**config.mk**
```make
export PLATFORM = sky130hd
export DESIGN_NAME = switch_io_ctrl_flat
export DESIGN_NICKNAME = d
export VERILOG_FILES = /design/src/rtl/switch_io_ctrl_if.sv /design/src/rtl/switch_io_ctrl.sv /design/src/flat_wrapper.sv
export SDC_FILE = /design/constraint.sdc
export NUM_CORES = 1
export LEC_CHECK = 0
export CORE_MARGIN = 2
export CORE_UTILIZATION = 41
export DETAILED_ROUTE_END_ITERATION = 6
export PLACE_DENSITY = 0.66
export SLEW_MARGIN = 40
export SYNTH_ARGS = -nofsm -noshare
export SYNTH_HDL_FRONTEND = slang
export SYNTH_SLANG_ARGS = --single-unit
```
**constraint.sdc**
```tcl
create_clock -name clk -period 2.33 [get_ports clk]
set_input_delay 0.466 -clock clk [delete_from_list [all_inputs] [get_ports clk]]
set_output_delay 0.466 -clock clk [all_outputs]
set_load 0.01 [all_outputs]
```
**src/rtl/switch_io_ctrl_if.sv**
```systemverilog
// switch_io_ctrl_if: CPU IO read bus (strobe, address, registered read data).
interface switch_io_ctrl_if #(parameter int DATA_WIDTH = 32);
   logic                  SwitchCtrl;
   logic [31:0]           address;
   logic [DATA_WIDTH-1:0] data_IO_input;
   modport master (output SwitchCtrl, address, input data_IO_input);
   modport slave  (input SwitchCtrl, address, output data_IO_input);
endinterface

```
**src/rtl/switch_io_ctrl.sv**
```systemverilog
// switch_io_ctrl: debounced switch/confirm-button IO port with pending flag, snapshot and registered reads.
module switch_io_ctrl #(
   parameter int          SW_WIDTH   = 16,
   parameter int          DATA_WIDTH = 32,
   parameter logic [31:0] BASE_ADDR  = 32'hFFFF_FFF0,
   parameter int          DEB_CYCLES = 20000
) (
   input  logic                clk,
   input  logic                rst,
   switch_io_ctrl_if.slave     bus,
   input  logic [SW_WIDTH-1:0] switch_input,
   input  logic                confirmation,
   output logic                confirm_pulse,
   output logic                confirm_pending
);
   localparam int CW = $clog2(DEB_CYCLES);
   localparam logic [CW-1:0] CMAX = CW'(DEB_CYCLES - 1);
   typedef enum logic [1:0] {IDLE, PRESS_WAIT, PRESSED, RELEASE_WAIT} state_t;
   state_t state_q, state_d;
   logic [SW_WIDTH-1:0] sw_s1_q, sw_s2_q, cand_q, stable_q, stable_d, snap_q, snap_d;
   logic [CW-1:0] dcnt_q, dcnt_d, ccnt_q, ccnt_d;
   logic cf_s1_q, cf_s2_q, pulse_q, pend_q, pend_d, accept, rd_en;
   logic [DATA_WIDTH-1:0] rd_q, rd_d, rd_val;
   logic [31:0] off;
   logic [7:0] top8;
   always_comb begin
      dcnt_d   = (sw_s2_q != cand_q) ? '0 : (dcnt_q == CMAX) ? dcnt_q : dcnt_q + 1'b1;
      stable_d = (sw_s2_q == cand_q && dcnt_q == CMAX) ? cand_q : stable_q;
   end
   // Button counter restarts on every state change; a pulse only on the PRESS_WAIT -> PRESSED edge.
   always_comb begin
      state_d = state_q;
      ccnt_d  = '0;
      accept  = 1'b0;
      case (state_q)
         IDLE:         if (cf_s2_q) state_d = PRESS_WAIT;
         PRESS_WAIT:   if (!cf_s2_q) state_d = IDLE;
                       else if (ccnt_q == CMAX) begin state_d = PRESSED; accept = 1'b1; end
                       else ccnt_d = ccnt_q + 1'b1;
         PRESSED:      if (!cf_s2_q) state_d = RELEASE_WAIT;
         RELEASE_WAIT: if (cf_s2_q) state_d = PRESSED;
                       else if (ccnt_q == CMAX) state_d = IDLE;
                       else ccnt_d = ccnt_q + 1'b1;
         default:      state_d = IDLE;
      endcase
   end
   always_comb begin
      off    = bus.address - BASE_ADDR;
      rd_en  = bus.SwitchCtrl && off < 32'd16;
      top8   = stable_q[SW_WIDTH-1 -: 8];
      rd_val = '0;
      case (off[3:0])
         4'h1: rd_val = DATA_WIDTH'(stable_q);
         4'h3: rd_val = {{(DATA_WIDTH-8){top8[7]}}, top8};
         4'h5: rd_val = DATA_WIDTH'(top8);
         4'h7: rd_val = DATA_WIDTH'(stable_q[2:0]);
         4'h9: rd_val = DATA_WIDTH'(stable_q[7:0]);
         4'hB: rd_val = DATA_WIDTH'(pend_q);
         4'hD: rd_val = DATA_WIDTH'(snap_q);
         default: rd_val = '0;
      endcase
      rd_d   = rd_en ? rd_val : rd_q;
      pend_d = accept | (pend_q & ~(rd_en && off[3:0] == 4'hB));
      snap_d = accept ? stable_q : snap_q;
   end
   always_ff @(posedge clk or negedge rst) begin
      if (!rst) begin
         sw_s1_q  <= '0;
         sw_s2_q  <= '0;
         cf_s1_q  <= 1'b0;
         cf_s2_q  <= 1'b0;
         cand_q   <= '0;
         dcnt_q   <= '0;
         stable_q <= '0;
         snap_q   <= '0;
         state_q  <= IDLE;
         ccnt_q   <= '0;
         pulse_q  <= 1'b0;
         pend_q   <= 1'b0;
         rd_q     <= '0;
      end else begin
         sw_s1_q  <= switch_input;
         sw_s2_q  <= sw_s1_q;
         cf_s1_q  <= confirmation;
         cf_s2_q  <= cf_s1_q;
         cand_q   <= sw_s2_q;
         dcnt_q   <= dcnt_d;
         stable_q <= stable_d;
         snap_q   <= snap_d;
         state_q  <= state_d;
         ccnt_q   <= ccnt_d;
         pulse_q  <= accept;
         pend_q   <= pend_d;
         rd_q     <= rd_d;
      end
   end
   assign bus.data_IO_input = rd_q;
   assign confirm_pulse     = pulse_q;
   assign confirm_pending   = pend_q;
endmodule

```
**src/flat_wrapper.sv**
```systemverilog
// flat-port wrapper written by rule: the top's interface ports become plain ports
module switch_io_ctrl_flat 
#(
   parameter int          SW_WIDTH   = 16,
   parameter int          DATA_WIDTH = 32,
   parameter logic [31:0] BASE_ADDR  = 32'hFFFF_FFF0,
   parameter int          DEB_CYCLES = 20000
)
  (clk, rst, switch_input, confirmation, confirm_pulse, confirm_pending, bus_SwitchCtrl, bus_address, bus_data_IO_input);
  switch_io_ctrl_if #(.DATA_WIDTH(DATA_WIDTH)) bus_i ();
  input  logic clk;
  input  logic rst;
  input  logic [SW_WIDTH-1:0] switch_input;
  input  logic confirmation;
  output logic confirm_pulse;
  output logic confirm_pending;
  input wire logic [$bits(bus_i.SwitchCtrl)-1:0] bus_SwitchCtrl;
  input wire logic [$bits(bus_i.address)-1:0] bus_address;
  output wire logic [$bits(bus_i.data_IO_input)-1:0] bus_data_IO_input;
  assign bus_i.SwitchCtrl = bus_SwitchCtrl;
  assign bus_i.address = bus_address;
  assign bus_data_IO_input = bus_i.data_IO_input;
  switch_io_ctrl #(.SW_WIDTH(SW_WIDTH), .DATA_WIDTH(DATA_WIDTH), .BASE_ADDR(BASE_ADDR), .DEB_CYCLES(DEB_CYCLES)) u_core (.clk(clk), .rst(rst), .bus(bus_i), .switch_input(switch_input), .confirmation(confirmation), .confirm_pulse(confirm_pulse), .confirm_pending(confirm_pending));
endmodule
```
# Yosys cells after proc, flatten, opt, wreduce, memory -nomap -nowiden
# Cells that the tools add are included.
[totals] word_cells=61 output_inout_bits=34 inputBits=52 regBits=148
[op_classes] n_mux=17 n_eq_ne=19 add_sub_neg=3 magnitude_cmp=1 n_reduce_logical=5 bitwise_logic=3
[ops] cell="$pmux W32 S7" n=1
[ops] cell="$mux W15" n=5
[ops] cell="$lt A32 B5 Y1 const B" n=1
[ops] cell="$sub A32 B32 Y32 const B" n=1
[ops] cell="$add A15 B1 Y15 const B" n=2
[ops] cell="$eq A15 B15 Y1 const B" n=2
[ops] cell="$pmux W15 S2" n=1
[ops] cell="$eq A16 B16 Y1" n=1
[ops] cell="$ne A16 B16 Y1" n=1
[ops] cell="$eq A4 B4 Y1 const B" n=3
[ops] cell="$mux W2" n=6
[ops] cell="$eq A4 B3 Y1 const B" n=2
[ops] cell="$pmux W2 S4" n=1
[ops] cell="$eq A2 B2 Y1 const B" n=2
[ops] cell="$eq A4 B1 Y1 const B" n=1
[ops] cell="$eq A4 B2 Y1 const B" n=1
[ops] cell="$ne A2 B1 Y1 const B" n=2
[ops] cell="$reduce_and A4 Y1" n=1
[ops] cell="$logic_and A1 B1 Y1" n=3
[ops] cell="$mux W1" n=3
[ops] cell="$ne A3 B1 Y1 const B" n=1
[ops] cell="$ne A3 B3 Y1 const B" n=1
[ops] cell="$eq A2 B1 Y1 const B" n=1
[ops] cell="$logic_not A2 Y1" n=1
[ops] cell="other kinds (4)" n=4

# Logic depth before layout (Yosys ltp)
[logic_depth] ltp_word=7 ltp_mapped=9 mapped_depth_nobuf=7

# Worst setup path before layout
# OpenSTA, ideal clock, no wires.
[synth_path] kind="in2reg" from="input bus_address[6]" to="register u_core.rd_q[14] (netlist: u_core.bus.data_IO_input[14])" required_ns=2.205 setup_ns=0.125 slack_ns=-0.142 arrival_time_ns=2.347 n_path_buf=1 path_stages=8 path_cell_list="nand4_2 -> nor3_4 -> mux2_2 -> o21ai_0 -> nand4_1 -> nor3_4 -> buf_12 -> mux2_4"
[synth_via] elab_chain_cells=3
[synth_rtl] element="start: declaration" line_no="flat_wrapper.sv:18" source="input wire logic [$bits(bus_i.address)-1:0] bus_address;"
[synth_rtl] element="$sub A32 B32 Y32" line_no="switch_io_ctrl.sv:48" source="off = bus.address - BASE_ADDR;"
[synth_rtl] element="$lt A32 B5 Y1" line_no="switch_io_ctrl.sv:49" source="rd_en = bus.SwitchCtrl && off < 32'd16;"
[synth_rtl] element="$logic_and A1 B1 Y1" line_no="switch_io_ctrl.sv:49"
[synth_rtl] element="end signal: assignment" line_no="switch_io_ctrl.sv:94" source="rd_q <= rd_d;"
[synth_rtl] element="end: declaration" line_no="switch_io_ctrl.sv:23" source="logic [DATA_WIDTH-1:0] rd_q, rd_d, rd_val;"
# Every way passes these cells.
# A chain may end at the register's enable or synchronous reset.

# Final worst setup path
[layout_path] from="register u_core.ccnt_q[8]" to="register u_core.snap_q[0]"
[layout_via] elab_chain_cells=4
[layout_rtl] element="start: declaration" line_no="switch_io_ctrl.sv:21" source="logic [CW-1:0] dcnt_q, dcnt_d, ccnt_q, ccnt_d;"
[layout_rtl] element="start signal: assignment" line_no="switch_io_ctrl.sv:91" source="ccnt_q <= ccnt_d;"
[layout_rtl] element="$eq A15 B15 Y1" line_no="switch_io_ctrl.sv:38" source="else if (ccnt_q == CMAX) begin state_d = PRESSED; accept = 1'b1; end"
[layout_rtl] element="$mux W1" line_no="switch_io_ctrl.sv:38"
[layout_rtl] element="$mux W1" line_no="switch_io_ctrl.sv:37" source="PRESS_WAIT: if (!cf_s2_q) state_d = IDLE;"
[layout_rtl] element="$mux W1" line_no="switch_io_ctrl.sv:35" source="case (state_q)"
[layout_rtl] element="end signal: assignment" line_no="switch_io_ctrl.sv:89" source="snap_q <= snap_d;"
[layout_rtl] element="end: declaration" line_no="switch_io_ctrl.sv:20" source="logic [SW_WIDTH-1:0] sw_s1_q, sw_s2_q, cand_q, stable_q, stable_d, snap_q, snap_d;"
# Every way passes these cells.

==> impl_results.md <==
- Fin. Hold Viols: 0
- Pre-CTS WS: -787.5 ps
- Sequential area share after synthesis: 58.77%
- Setup violators final: 0
- Slew Limit Fails: 0
- Clk_skew: roughly 8 ps
- Crit path buf inv count: 1
- CTS root buf: clkbuf_16
- Placed cell areas: around 0.007 mm^2
- Fmax: roughly 440 MHz
- Final TNS setup: 0 ps
- Layout cells sized above 1: 26.87%
- Worst setup SP type: flip-flop
- Yosys top cell by area: dfrtp_1
- CTS tree: built
- Mapped Cells: about 450
- Power per standard cell area: 692.3 mW/mm^2
- Syn Nets: 502
- Area of the mapped netlist: 0.005663 mm^2
- DPL Wire Length: 8001 um
- Commonest cells in the netlist: dfrtp_1, mux2_2, xor2_1
- Finished Cell Area: 0.007664 mm^2
- Total vias in the final route: 3906
- CP Cell Sequence: nor4_2 > nand3_1 > nor4b_2 > nand4_1 > nor3b_2 > buf_12 > mux2_2
- IO Count: 86
- CTS buffer count: 17
- Syn_area_per_cell: 12.64 um^2
- Synth top area cells: dfrtp_1, mux2_2, xor2_1
- Max IR drop VDD: 0.6091 mV
- Antenna violations before repair: 0
- First-pass GRT wire length: 19500 um
- Via density per instance: 5.113
- Largest net degree at the start of global routing: 56
- CP max FO: 18
- Top-count cell post-synth: dfrtp_1
- Crit-path slowest cell: dfrtp_1
- Tot Pwr: 5.306 mW
- Area Overhead vs Synth: 35.33%
- Number of enable flip-flop cells after synthesis: 0
- Initial DRC count: 241
- Nets: 629
- Number of diodes: 0
- Vias in the first global route: 3966
- FP Rows: 42
- Min cycle time layout: around 2300 ps
- Slew headroom: 58.02%
- Clk Latency, worst-skew pair: about 410 ps
- Setup ws final: 41.34 ps
- Netlist cell types: between 50 and 60
- Antenna Nets Post-Route: 0
- Fin crit share: 98.23%
- Run status: complete, but fails checks
- DIE AREA: roughly 0.015 mm^2
- Failing checks: DRC
- Flops & latches, synth: 133
- Routed WL: 11750 um
- Core area: 0.01335 mm^2
- # DRC: 1
- Initial Utilization: between 40% and 50%
- CTS Sinks: 133
- Die H: approximately 120 um
- IO Port Bufs: 85
- Hold Path Class: in2async
- Cell family with most CP delay: simple AND/OR/NAND/NOR gates
- Gr ovfl total: 0
- Clk buf depth: 2
- Top-area cell type share of the netlist area: about three fifths
- CP Class: reg2reg
- Max-capacitance violation count: 0
- CP Capture Type: flip-flop
- Clock-pin slew on the worst setup and hold paths: 50 ps
- H-tree levels: 4
- Worst EP arrival: roughly 2600 ps
- First-pass iteration count of the detailed router: 7
- Post-synthesis async set-or-reset flop share: between 90% and 100%
- Core Util, Final: 57.41%
- Synth Flop Type: dfrtp_1
- Critical path required time: 2620 ps
- GRT Total Usage: 16.89%
- Critical path's largest stage delay: 390 ps
- Gpl congestion: 0.8760
- Leakage: 3.424 nW
- Worst-margin pin slew: 629.0 ps
- Ys Warns: 0
- Drt wl/cell: about 15 um
- Die Span X: 121.5 um
- Cts hold-fix bufs: 0
## path summary, 6_finish.rpt
kind,start,end,slack [ps],cells after the start
max,u_core.ccnt_q[8],u_core.snap_q[0],40,7
max reg2reg,u_core.ccnt_q[8],u_core.snap_q[0],40,7
min,rst,u_core.sw_s1_q[10],40,1
min in group clk,u_core.sw_s1_q[13],u_core.sw_s2_q[13],350,0
max in group asynchronous,rst,u_core.ccnt_q[14],1640,2
min reg2reg,u_core.sw_s1_q[13],u_core.sw_s2_q[13],350,0
## state kept, by name (all words and copies together) (netlist names), named ones only
register	flops
u_core.cand_q	16
u_core.cf_s1_q	1
u_core.sw_s2_q	16
u_core.sw_s1_q	16
u_core.confirm_pulse	1
u_core.snap_q	16
u_core.bus.data_IO_input	17
u_core.stable_q	16
u_core.ccnt_q	15
u_core.dcnt_q	15
u_core.cf_s2_q	1
u_core.confirm_pending	1
u_core.state_q	1
## cell usage in the layout (no fill, tap or decap), drive strengths merged, types with 8 or more instances in the layout
master / Yosys / layout
mux2i: 9 / 9
xnor2: 8 / 8
nand3: 22 / 22
clkdlybuf4s50: 0 / 60
nand2: 17 / 17
dlygate4sd2: 0 / 13
inv: 8 / 10
xor2: 40 / 40
dfrtp: 133 / 133
clkbuf: 3 / 25
a221o: 9 / 9
buf: 24 / 50
nand4: 18 / 18
nor2: 40 / 40
mux2: 44 / 44
## stage by stage
| step | hold slack (ps) | cells |
|---|---|---|
| final | 35.99 | 764 |
| after global routing | 57.97 | 764 |
| after CTS | 42.97 | 763 |
| after detailed placement | 335.5 | 725 |
| after global placement | 334.5 | 725 |
| after floorplan | 170.4 | 448 |
## cell families (layout without fill, tap and decap cells)
kind of cell / Yosys count / in the layout / synth area share (%)
mux: 53 / 53 / 10.54
xor+xnor: 48 / 48 / 7.424
buf+inv: 35 / 174 / 4.132
flops: 133 / 133 / 58.77
simple gates: 139 / 140 / 13.32
compound gates: 38 / 38 / 5.369
fa+ha+maj: 2 / 2 / 0.4418
## layer usage
layer | track usage (%) | vias to the layer above | share of wire (%)
met3 | 4.605 | 10 | 6.2
met1 | 21.64 | 1904 | 45
met4 | 5.603 | 0 | 1.1
li1 | - | 1853 | -
met2 | 27.88 | 139 | 48
met5 | 0 | - | 0
## layout make-up
type	instances	area, um^2
fill	1100	5684
sequential	133	3328
multi-input combinational	281	2253
timing repair buffer	134	1227
clock buffer	17	425.4
tap	176	220.2
clock inverter	15	178.9
inverter	8	30.03
## power by group
part / total [mW] / internal [mW] / switching, mW
Combinational: 0.261 / 0.129 / 0.133
Sequential: 2.38 / 2.36 / 0.0263
Clock: 2.66 / 1.68 / 0.976
## timing repair
item,4_1_cts,5_1_grt
pin swaps,11,9
setup endpoints to repair,18,36
gates cloned,2,0
buffers inserted,4,3
resized for setup,45,28
(Power assumes the default switching activity.)
